### config.mk
export PLATFORM = sky130hd
export DESIGN_NAME = debouncer
export DESIGN_NICKNAME = d
export VERILOG_FILES = /design/src/rtl/debouncer_pkg.sv /design/src/rtl/debouncer_sync_2ff.sv /design/src/rtl/debouncer.sv
export SDC_FILE = /design/constraint.sdc
export NUM_CORES = 1
export LEC_CHECK = 0
export ABC_AREA = 1
export CAP_MARGIN = 20
export CORE_ASPECT_RATIO = 1.5
export CORE_MARGIN = 1.5
export CORE_UTILIZATION = 35
export DETAILED_ROUTE_END_ITERATION = 16
export DONT_BUFFER_PORTS = 1
export PLACE_DENSITY = 0.52
export SLEW_MARGIN = 0
export SYNTH_ARGS = -nofsm -noshare
export SYNTH_HDL_FRONTEND = slang
export SYNTH_HIERARCHICAL = 1
export SYNTH_SLANG_ARGS = --single-unit
export TNS_END_PERCENT = 10
### constraint.sdc
create_clock -name Clock -period 1.95 [get_ports Clock]
set_input_delay 0.4875 -clock Clock [delete_from_list [all_inputs] [get_ports Clock]]
set_output_delay 0.4875 -clock Clock [all_outputs]
set_load 0.005 [all_outputs]
### src/rtl/debouncer_pkg.sv
// Shared constants and types for the debouncer slice.
package debouncer_pkg;

  // Depth of the input synchronizer chain.
  localparam int SYNC_STAGES = 2;

  // Largest counter width the debouncer accepts.
  localparam int WIDTH_MAX = 24;

  // Action the stability counter takes on a given cycle.
  typedef enum logic [1:0] {
    CNT_CLEAR = 2'd0,
    CNT_HOLD  = 2'd1,
    CNT_INC   = 2'd2,
    CNT_LOAD  = 2'd3
  } cnt_action_t;

endpackage

### src/rtl/debouncer_sync_2ff.sv
// Two-flop synchronizer bringing the raw asynchronous level into the Clock domain.
module sync_2ff
  import debouncer_pkg::*;
(
  input  logic Clock,
  input  logic Reset,
  input  logic d,
  output logic q
);

  logic [SYNC_STAGES-1:0] chain;

  // Shift the raw level through the chain every cycle; reset clears it.
  always_ff @(posedge Clock) begin
    if (Reset) begin
      chain <= '0;
    end else begin
      chain <= {chain[SYNC_STAGES-2:0], d};
    end
  end

  assign q = chain[SYNC_STAGES-1];

endmodule

### src/rtl/debouncer.sv
// Debouncer: Out follows the synchronized input only after it has been stable
// for 2^Width consecutive enabled cycles.
// Optional macro DEBOUNCER_EDGE_EN builds registered Rise/Fall pulses; without
// it both ports are tied to 0.
module debouncer
  import debouncer_pkg::*;
#(
  parameter int Width = 16
) (
  input  logic Clock,
  input  logic Reset,
  input  logic Enable,
  input  logic In,
  output logic Out,
  output logic Rise,
  output logic Fall
);

  if (Width < 1 || Width > WIDTH_MAX) begin : g_width_check
    $error("debouncer: Width must be within 1..WIDTH_MAX");
  end

  logic             s2;
  logic [Width-1:0] cnt;
  logic [Width-1:0] cnt_next;
  logic             out_next;
  cnt_action_t      action;

  sync_2ff u_sync (
    .Clock (Clock),
    .Reset (Reset),
    .d     (In),
    .q     (s2)
  );

  // Decide what the counter does this cycle; the terminal count reloads Out
  // instead of wrapping.
  always_comb begin
    action   = CNT_CLEAR;
    cnt_next = '0;
    out_next = Out;
    if (s2 == Out) begin
      action = CNT_CLEAR;
    end else if (!Enable) begin
      action = CNT_HOLD;
    end else if (cnt == {Width{1'b1}}) begin
      action = CNT_LOAD;
    end else begin
      action = CNT_INC;
    end
    case (action)
      CNT_CLEAR: cnt_next = '0;
      CNT_HOLD:  cnt_next = cnt;
      CNT_INC:   cnt_next = cnt + 1'b1;
      CNT_LOAD: begin
        cnt_next = '0;
        out_next = s2;
      end
      default:   cnt_next = '0;
    endcase
  end

  // Register the counter and the debounced level.
  always_ff @(posedge Clock) begin
    if (Reset) begin
      cnt <= '0;
      Out <= 1'b0;
    end else begin
      cnt <= cnt_next;
      Out <= out_next;
    end
  end

`ifdef DEBOUNCER_EDGE_EN
  // Pulse Rise/Fall on the same cycle Out shows its new value.
  always_ff @(posedge Clock) begin
    if (Reset) begin
      Rise <= 1'b0;
      Fall <= 1'b0;
    end else begin
      Rise <= (action == CNT_LOAD) && s2;
      Fall <= (action == CNT_LOAD) && !s2;
    end
  end
`else
  assign Rise = 1'b0;
  assign Fall = 1'b0;
`endif

endmodule

Yosys cells after proc, flatten, opt, wreduce, memory -nomap -nowiden

Index checks and enable logic that the tools add are counted.

Add/sub/neg operators: 1
Equal/unequal tests: 5
Muxes and demuxes: 4
Reduce and logical (&&, ||, !) cells: 2

Operators by type and width:

| operator                                                              | number |
|---|---|
| 16-bit one-hot mux with 2 select lines                                | 1 |
| 16-bit by 1-bit adder with 16-bit output, second input constant       | 1 |
| 16-bit equality test, second input constant                           | 1 |
| 2-bit equality test, second input constant                            | 2 |
| 2-bit 2-to-1 mux                                                      | 2 |
| 2-bit by 1-bit equality test with 1-bit output, second input constant | 1 |
| 2-bit logical NOT                                                     | 1 |
| 2-bit OR reduction                                                    | 1 |
| 1-bit equality test                                                   | 1 |
| 1-bit 2-to-1 mux                                                      | 1 |

Register bits: 19
Input port bits: 4
Output and inout port bits: 3
Word-level logic and storage cells: 15

Logic depth before layout (Yosys ltp)

Gate-level depths: netlist (run 1).

Word-level depth: 7
Gate-level depth with buffers: 13
Depth with buffers taken out: 13

Cells and area by module

Netlist (run 1), hierarchy kept.

Modules (own cells, without submodules):

| module    | times used | cells each | area an instance (µm²) | seq. area each (µm²) |
|---|---|---|---|---|
| debouncer | 1          | 134        | 953.4                  | 340.3 |
| sync_2ff  | 1          | 6          | 55.1                   | 40.0 |

Worst setup path after synthesis (run 1)

OpenSTA, ideal clock, no wires.

Kind: reg2reg
Start point: register cnt[0]
End point: register cnt[5]
Setup time: 0.066 ns
Arrival: 1.839 ns
Required time: 1.884 ns
Setup slack: 0.045 ns
Cell stages (with the launch flop): 12
Buffers on the path: 1
Clock period less this slack: 1.905 ns
Path through: dfxtp_1 -> ha_1 -> nand2_1 -> nor2_1 -> nand4_1 -> a21oi_1 -> ha_1 -> inv_4 -> a21oi_4 -> buf_6 -> o21ai_2 -> a21oi_2

Word-level cells in the longest chain between the ends: 7
Elaborated cells between the ends (all ways): 11
Classes of those cells: add/sub: 1; eq/ne: 4; mux: 4; reduce/logical: 2

Ends and longest elaborated chain:

| element                                                         | RTL line        | text |
|---|---|---|
| from (decl)                                                     | debouncer.sv:24 | `logic [Width-1:0] cnt;` |
| from (signal assigned)                                          | debouncer.sv:69 | `cnt <= cnt_next;` |
| 16-bit equality test                                            | debouncer.sv:46 | `end else if (cnt == {Width{1'b1}}) begin` |
| 1-bit 2-to-1 mux                                                | debouncer.sv:46 |  |
| 2-bit 2-to-1 mux                                                | debouncer.sv:44 | `end else if (!Enable) begin` |
| 2-bit 2-to-1 mux                                                | debouncer.sv:42 | `if (s2 == Out) begin` |
| 2-bit equality test / 2-bit logical NOT (equally long branches) | debouncer.sv:51 | `case (action)` |
| 2-bit OR reduction (no line)                                    | n/a             |  |
| 16-bit one-hot mux with 2 select lines                          | debouncer.sv:51 |  |

Several ways; a longest one is shown, not always the timed one.
A chain may end at the register's enable or synchronous reset.

Worst setup path in the final report (run 1)

Start point: register cnt[0]
End point: register cnt[2]

The elaborated chain is that of the path after synthesis.

==> results.ini, run 1 <==
[worst_setup_path]
crit_path_end = cnt[2]$_SDFFE_PP0P_
cp_max_fo = 7
cp-startpoint = cnt[0]$_SDFFE_PP0P_
cp.arrival_ns = 2.10
r2r_cells = 10
crit_chain = ha_4 > nand2_2 > nor2_2 > nand4_1 > a21oi_2 > ha_4 > a21oi_4 > buf_6 > inv_2 > nor3_2
cp-end-kind = flop
start_kind = flop
r2r_slack_ns = 0.04
required_ns = 2.13
r2r-start = cnt[0]$_SDFFE_PP0P_
crit_path_max_incr_delay_ns = 0.36
crit_type = flop to flop
crit_top_cell = ha_4
slowest_stage = dfxtp_2
r2r-end = cnt[2]$_SDFFE_PP0P_

[global_routing]
grtUsageTotal = 0.1732
grt_max_degree = 12
grt_pass1_wl_microns = 3919
first_global_vias = 936
antenna_found_initial = 0
gr-total-overflow = 0

[cts]
clockRootBuffer = clkbuf_8
clk-insertion-delay-late_ns = 0.26
clk_pin_slew_ns = 0.07
htree_levels = 1
cts.sinks = 19
cts_tree = built
cts_made_buffers = 3
clockBufferDepth = 2

[cells_and_area]
n_antenna_cell = 0
fin_util = 0.4815
syn_to_final_growth_pct = 29.16
fin_nets = 169
drive_above_1_share = 0.3354

[timing]
fin_crit_sh = 0.9807
hold_viol = 0
finalWorstSetupSlack_ns = 0.03767
fmaxAchievable_mhz = 522.9
tns_ns = 0
final_max_slew_viol_count = 0
setup_violations = 0
layout_min_cycle_time_ns = 1.912
fin_skew_ns = 0.002422
timing.hold.ws_ns = 0.2840

[detailed_routing]
drtIter0Drc = 21
vias = 951
wire_per_inst_microns = 12.31
drc = 0
avgViaCountPerCell = 4.803
antenna_left = 0
first_pass_iters = 4
finalWirelength_microns = 2438

[floorplanning]
die_y_microns = 68.74
die_w_microns = 46.83
dieArea_sq_um = 3219
rows = 23
coreArea_sq_um = 2705
ios = 7
start_util = 0.3728

[power]
power_density_nw_per_um2 = 548.1
power_w = 0.0007139
irDropWorstVdd_mv = 0.4277
p_leak_nw = 0.5138

[place]
io_buffers = 0
dpl.hpwl_microns = 1803
place_ws_ns = -0.01613
routabilityCongestion = 0.7949

[synthesis]
ys_types = 28
syn_area_per_cell_sq_um = 7.203
synth.most_common_cell = nor2_1
post_synth_main_area_contributors = dfxtp_1, nor2_1, nand2_1
synth_top_area_cell = dfxtp_1
async_reset_ff_frac = 0
ys_seq_area_frac = 0.3772
netlist.area_leader.share = 0.3772
yosysWarnings = 6
syn_inst = 140
netlist_top_cells_count = nor2_1, nand2_1, dfxtp_1
synth_area_sq_um = 1008
synth_edf_count = 0
ys_ff_latch = 19
synthFlopType = dfxtp_1

[flow_run]
cap_violations = 0

[status]
status = finished clean

[hold_path]
hp-class = primary input to flop

==> kinds of logic (layout without fill, tap and decap cells) <==
family                   Yosys count  after routing  share of synthesized area
adder cells (fa/ha/maj)            3              3                    0.03722
AO/OA/AOI/OAI                     17             17                     0.1104
other                              1              2                   0.003719
AND/OR/NAND/NOR                   78             78                     0.3561
buffers and inverters             19             39                    0.08809
multiplexers                       1              1                   0.009926
XOR/XNOR                           2              2                    0.01737
flip-flops                        19             19                     0.3772
==> final cells by class <==
| type | instances | area [sq um] |
|---|---|---|
| fillers | 291 | 1403 |
| multi-input cells | 103 | 601.8 |
| flip-flops and latches | 19 | 387.9 |
| repair buffers | 19 | 157.7 |
| inverters | 16 | 62.56 |
| well taps | 37 | 46.29 |
| clock buffers | 3 | 41.29 |
| clock inverters | 1 | 5.005 |
==> metal layers <==
metal | track usage | up-vias | routed length (microns)
met5 | 0 | - | 0
met4 | 0.08333 | 0 | 57
met3 | 0.02604 | 6 | 31
met2 | 0.3373 | 10 | 1411
met1 | 0.1656 | 447 | 938
li1 | - | 488 | -
==> cell usage in the layout (no fill, tap or decap), types with 4 or more instances in the layout <==
cell type,netlist,routed
a21oi_1,9,8
buf_4,2,15
buf_6,1,4
dfxtp_1,19,13
dfxtp_2,0,6
inv_1,13,13
nand2_1,23,21
nand2_2,3,4
nand3_1,11,11
nor2_1,29,27
==> state kept, by name (all words and copies together), names as in the netlist <==
name          flops
u_sync/chain      2
cnt              16
Out               1
==> report_power, final <==
part | total, W | switching (W) | internal, W
Sequential | 0.000393 | 0.00000226 | 0.000391
Combinational | 0.0000446 | 0.0000230 | 0.0000215
Clock | 0.000276 | 0.000134 | 0.000142
==> how the worst min path moves through the flow <==
stage	slack, ns	startpoint	to	cells past startpoint
CTS	0.28	Reset	u_sync/chain[1]$_SDFF_PP0_	1
floorplan	0.39	u_sync/chain[0]$_SDFF_PP0_	u_sync/chain[1]$_SDFF_PP0_	2
detailed placement	0.40	u_sync/chain[0]$_SDFF_PP0_	u_sync/chain[1]$_SDFF_PP0_	2
global placement	0.40	u_sync/chain[0]$_SDFF_PP0_	u_sync/chain[1]$_SDFF_PP0_	2
global route	0.27	Reset	Out$_SDFFE_PP0N_	1
finish	0.28	Reset	Out$_SDFFE_PP0N_	1
==> repair_timing <==
item	4_1_cts	5_1_grt
setup buffers	0	3
resized for setup	3	20
pin swaps	1	7
hold buffers	0	0
endpoints found under the setup margin	5	15
==> through the flow <==
step,std cells,instance area (sq um)
floorplan,141,1012
global placement,191,1152
detailed placement,191,1152
CTS,195,1209
global route,198,1303
finish,198,1303
==> worst max-delay path: cells and delay by family (launching register included) <==
family                     cells  cell delay, ns
AOI/OAI and AO/OA              2            0.53
and+or+nand+nor                4            0.38
adders and majority gates      2            0.37
DFF                            1            0.36
buffers and inverters          2            0.19
Power figures use the tool's default switching activity.
==> run 2, diff against run 1 <==
--- a/config.mk
+++ b/config.mk
@@ -12,6 +12,7 @@
 export CORE_UTILIZATION = 35
 export DETAILED_ROUTE_END_ITERATION = 16
 export DONT_BUFFER_PORTS = 1
+export MAX_ROUTING_LAYER = met4
 export PLACE_DENSITY = 0.52
 export SLEW_MARGIN = 0
 export SYNTH_ARGS = -nofsm -noshare
==> run 2 against run 1 <==
Net effect:
- hold slack worse by 0.0013 ns
- fmax grew 0.16%
- first-iteration DRC count increased by 19%
- utilization unchanged
- critical endpoint unchanged
- critical path type unchanged
- non-clock buffer count stayed put
- clock power barely moved
- largest power group unchanged
- count of clock-buffer cells in the layout is the same
- critical path depth unchanged
- largest cell class unchanged
- clock skew down 0.00083 ns
==> results.ini, run 2 (synthesis results as in run 1) <==
[timing]
layout_min_cycle_time_ns = 1.909  ; -0.002962 ns
final_max_slew_viol_count = 0  ; unchanged
fin_crit_sh = 0.9792  ; -0.001519
setup_violations = 0  ; unchanged
hold_viol = 0  ; unchanged
fmaxAchievable_mhz = 523.7  ; +0.16%
fin_skew_ns = 0.001590  ; -0.0008322 ns

[detailed_routing]
antenna_left = 0  ; unchanged
wire_per_inst_microns = 12.22  ; -0.74%
first_pass_iters = 4  ; unchanged
vias = 946  ; -0.53%
drtIter0Drc = 25  ; +19%
avgViaCountPerCell = 4.778  ; -0.53%
drc = 0  ; unchanged
finalWirelength_microns = 2420  ; -0.74%

[cells_and_area]
num-fill-cells = 291  ; unchanged
largest_register_ffs = 16  ; unchanged
seqCellArea_sq_um = 387.9  ; unchanged
syn_to_final_growth_pct = 29.16  ; unchanged
fin_nets = 169  ; unchanged
reg.largest.list = cnt x16, u_sync/chain x2, Out x1
layout.cells.non_filler = 198  ; unchanged
regMostFlops = cnt
drive_above_1_share = 0.3354  ; unchanged
multi_input_area_sq_um = 601.8  ; unchanged
fin_util = 0.4815  ; unchanged
final_common_cell = nor2_1
final_cell_mix = nor2_1, nand2_1, buf_4
n_antenna_cell = 0  ; unchanged

[place]
io_buffers = 0  ; unchanged
routabilityCongestion = 0.8061  ; +1.4%
place_inst = 191  ; unchanged
dpl.hpwl_microns = 1803  ; unchanged

[cts]
cts_made_buffers = 3  ; unchanged
cts_hold_buffers = 0  ; unchanged
clk-insertion-delay-late_ns = 0.26  ; about the same
clk_pin_slew_ns = 0.07  ; about the same
cts.sinks = 19  ; unchanged
cts_tree = built
htree_levels = 1  ; unchanged
clockBufferDepth = 2  ; unchanged
clockRootBuffer = clkbuf_8

[power]
p_leak_nw = 0.5152  ; +0.27%
power_density_nw_per_um2 = 550.0  ; +0.35%
irDropWorstVdd_mv = 0.4310  ; +0.77%

[floorplanning]
ios = 7  ; unchanged
start_util = 0.3728  ; unchanged
die_w_microns = 46.83  ; unchanged
rows = 23  ; unchanged
coreArea_sq_um = 2705  ; unchanged
dieArea_sq_um = 3219  ; unchanged
die_y_microns = 68.74  ; unchanged

[global_routing]
grtUsageTotal = 0.1773  ; +0.004066
gr-total-overflow = 0  ; unchanged
grt_pass1_wl_microns = 3912  ; -0.18%
antenna_found_initial = 0  ; unchanged
first_global_vias = 941  ; +0.53%
grt_max_degree = 12  ; unchanged

[worst_setup_path]
cp_max_fo = 7  ; unchanged
start_kind = flop
crit_type = flop to flop
required_ns = 2.14  ; about the same
cp-end-kind = flop
cp.arrival_ns = 2.09  ; about the same

[status]
status = finished clean

[flow_run]
cap_violations = 0  ; unchanged

[hold_path]
hp-class = primary input to flop

[run 2: final cells by class]
class | instances | share of cell area
inverter | 16 | 0.04803
clock buffer | 3 | 0.03170
timing repair buffer | 19 | 0.1210
multi-input combinational | 103 | 0.4621
tap | 37 | 0.03554
clock inverter | 1 | 0.003842
sequential | 19 | 0.2978
[run 2: repair_timing]
item | CTS | global route
gates resized for setup | 3 | 20
setup endpoints to repair | 5 | 15
endpoints found under the hold margin | 0 | 0
buffers inserted | 0 | 3
pin swaps | 1 | 6
[run 2: through the flow]
stage / setup TNS [ns] / worst slack, ns / hold slack, ns / area [sq um] / total power (W)
2_1_floorplan: 0 / 0.04548 / 0.3883 / 1012 / 0.0004280
3_3_place_gp: 0 / 0.05386 / 0.3979 / 1152 / 0.0004349
3_5_place_dp: -0.02263 / -0.01613 / 0.4020 / 1152 / 0.0004357
4_1_cts: 0 / 0.005923 / 0.2841 / 1209 / 0.0007135
5_1_grt: -0.1600 / -0.04865 / 0.2745 / 1303 / 0.0007386
6_report: 0 / 0.04063 / 0.2827 / 1303 / 0.0007164
[run 2: power by group]
part,internal [W],switching [W],leakage [nW]
registers,0.000391,0.00000227,0.157
clock network,0.000142,0.000136,0.0255
logic,0.0000215,0.0000229,0.333
[run 2: worst max-delay path, cell delays in order (launching register included)]
cell and delay (ns):
dfxtp_2 0.36, ha_4 0.14, nand2_2 0.06, nor2_2 0.10, nand4_1 0.11, a21oi_2 0.22
ha_4 0.23, a21oi_4 0.31, buf_6 0.15, inv_2 0.04, nor3_2 0.11
[run 2: worst paths after layout]
check,from,to,slack [ns],cells after the start
setup reg to reg,cnt[0]$_SDFFE_PP0P_,cnt[2]$_SDFFE_PP0P_,0.04,10
hold reg to reg,u_sync/chain[0]$_SDFF_PP0_,u_sync/chain[1]$_SDFF_PP0_,0.41,2
setup / recovery,cnt[0]$_SDFFE_PP0P_,cnt[2]$_SDFFE_PP0P_,0.04,10
hold / removal,Reset,Out$_SDFFE_PP0N_,0.28,1
[run 2: per-layer routing]
metal,track usage,part of all wire,up-vias,routed length [microns]
li1,-,-,490,-
met4,0.08333,0.022,0,53
met5,-,0,-,0
met2,0.3373,0.58,11,1413
met1,0.1640,0.38,439,918
met3,0.02604,0.014,6,34
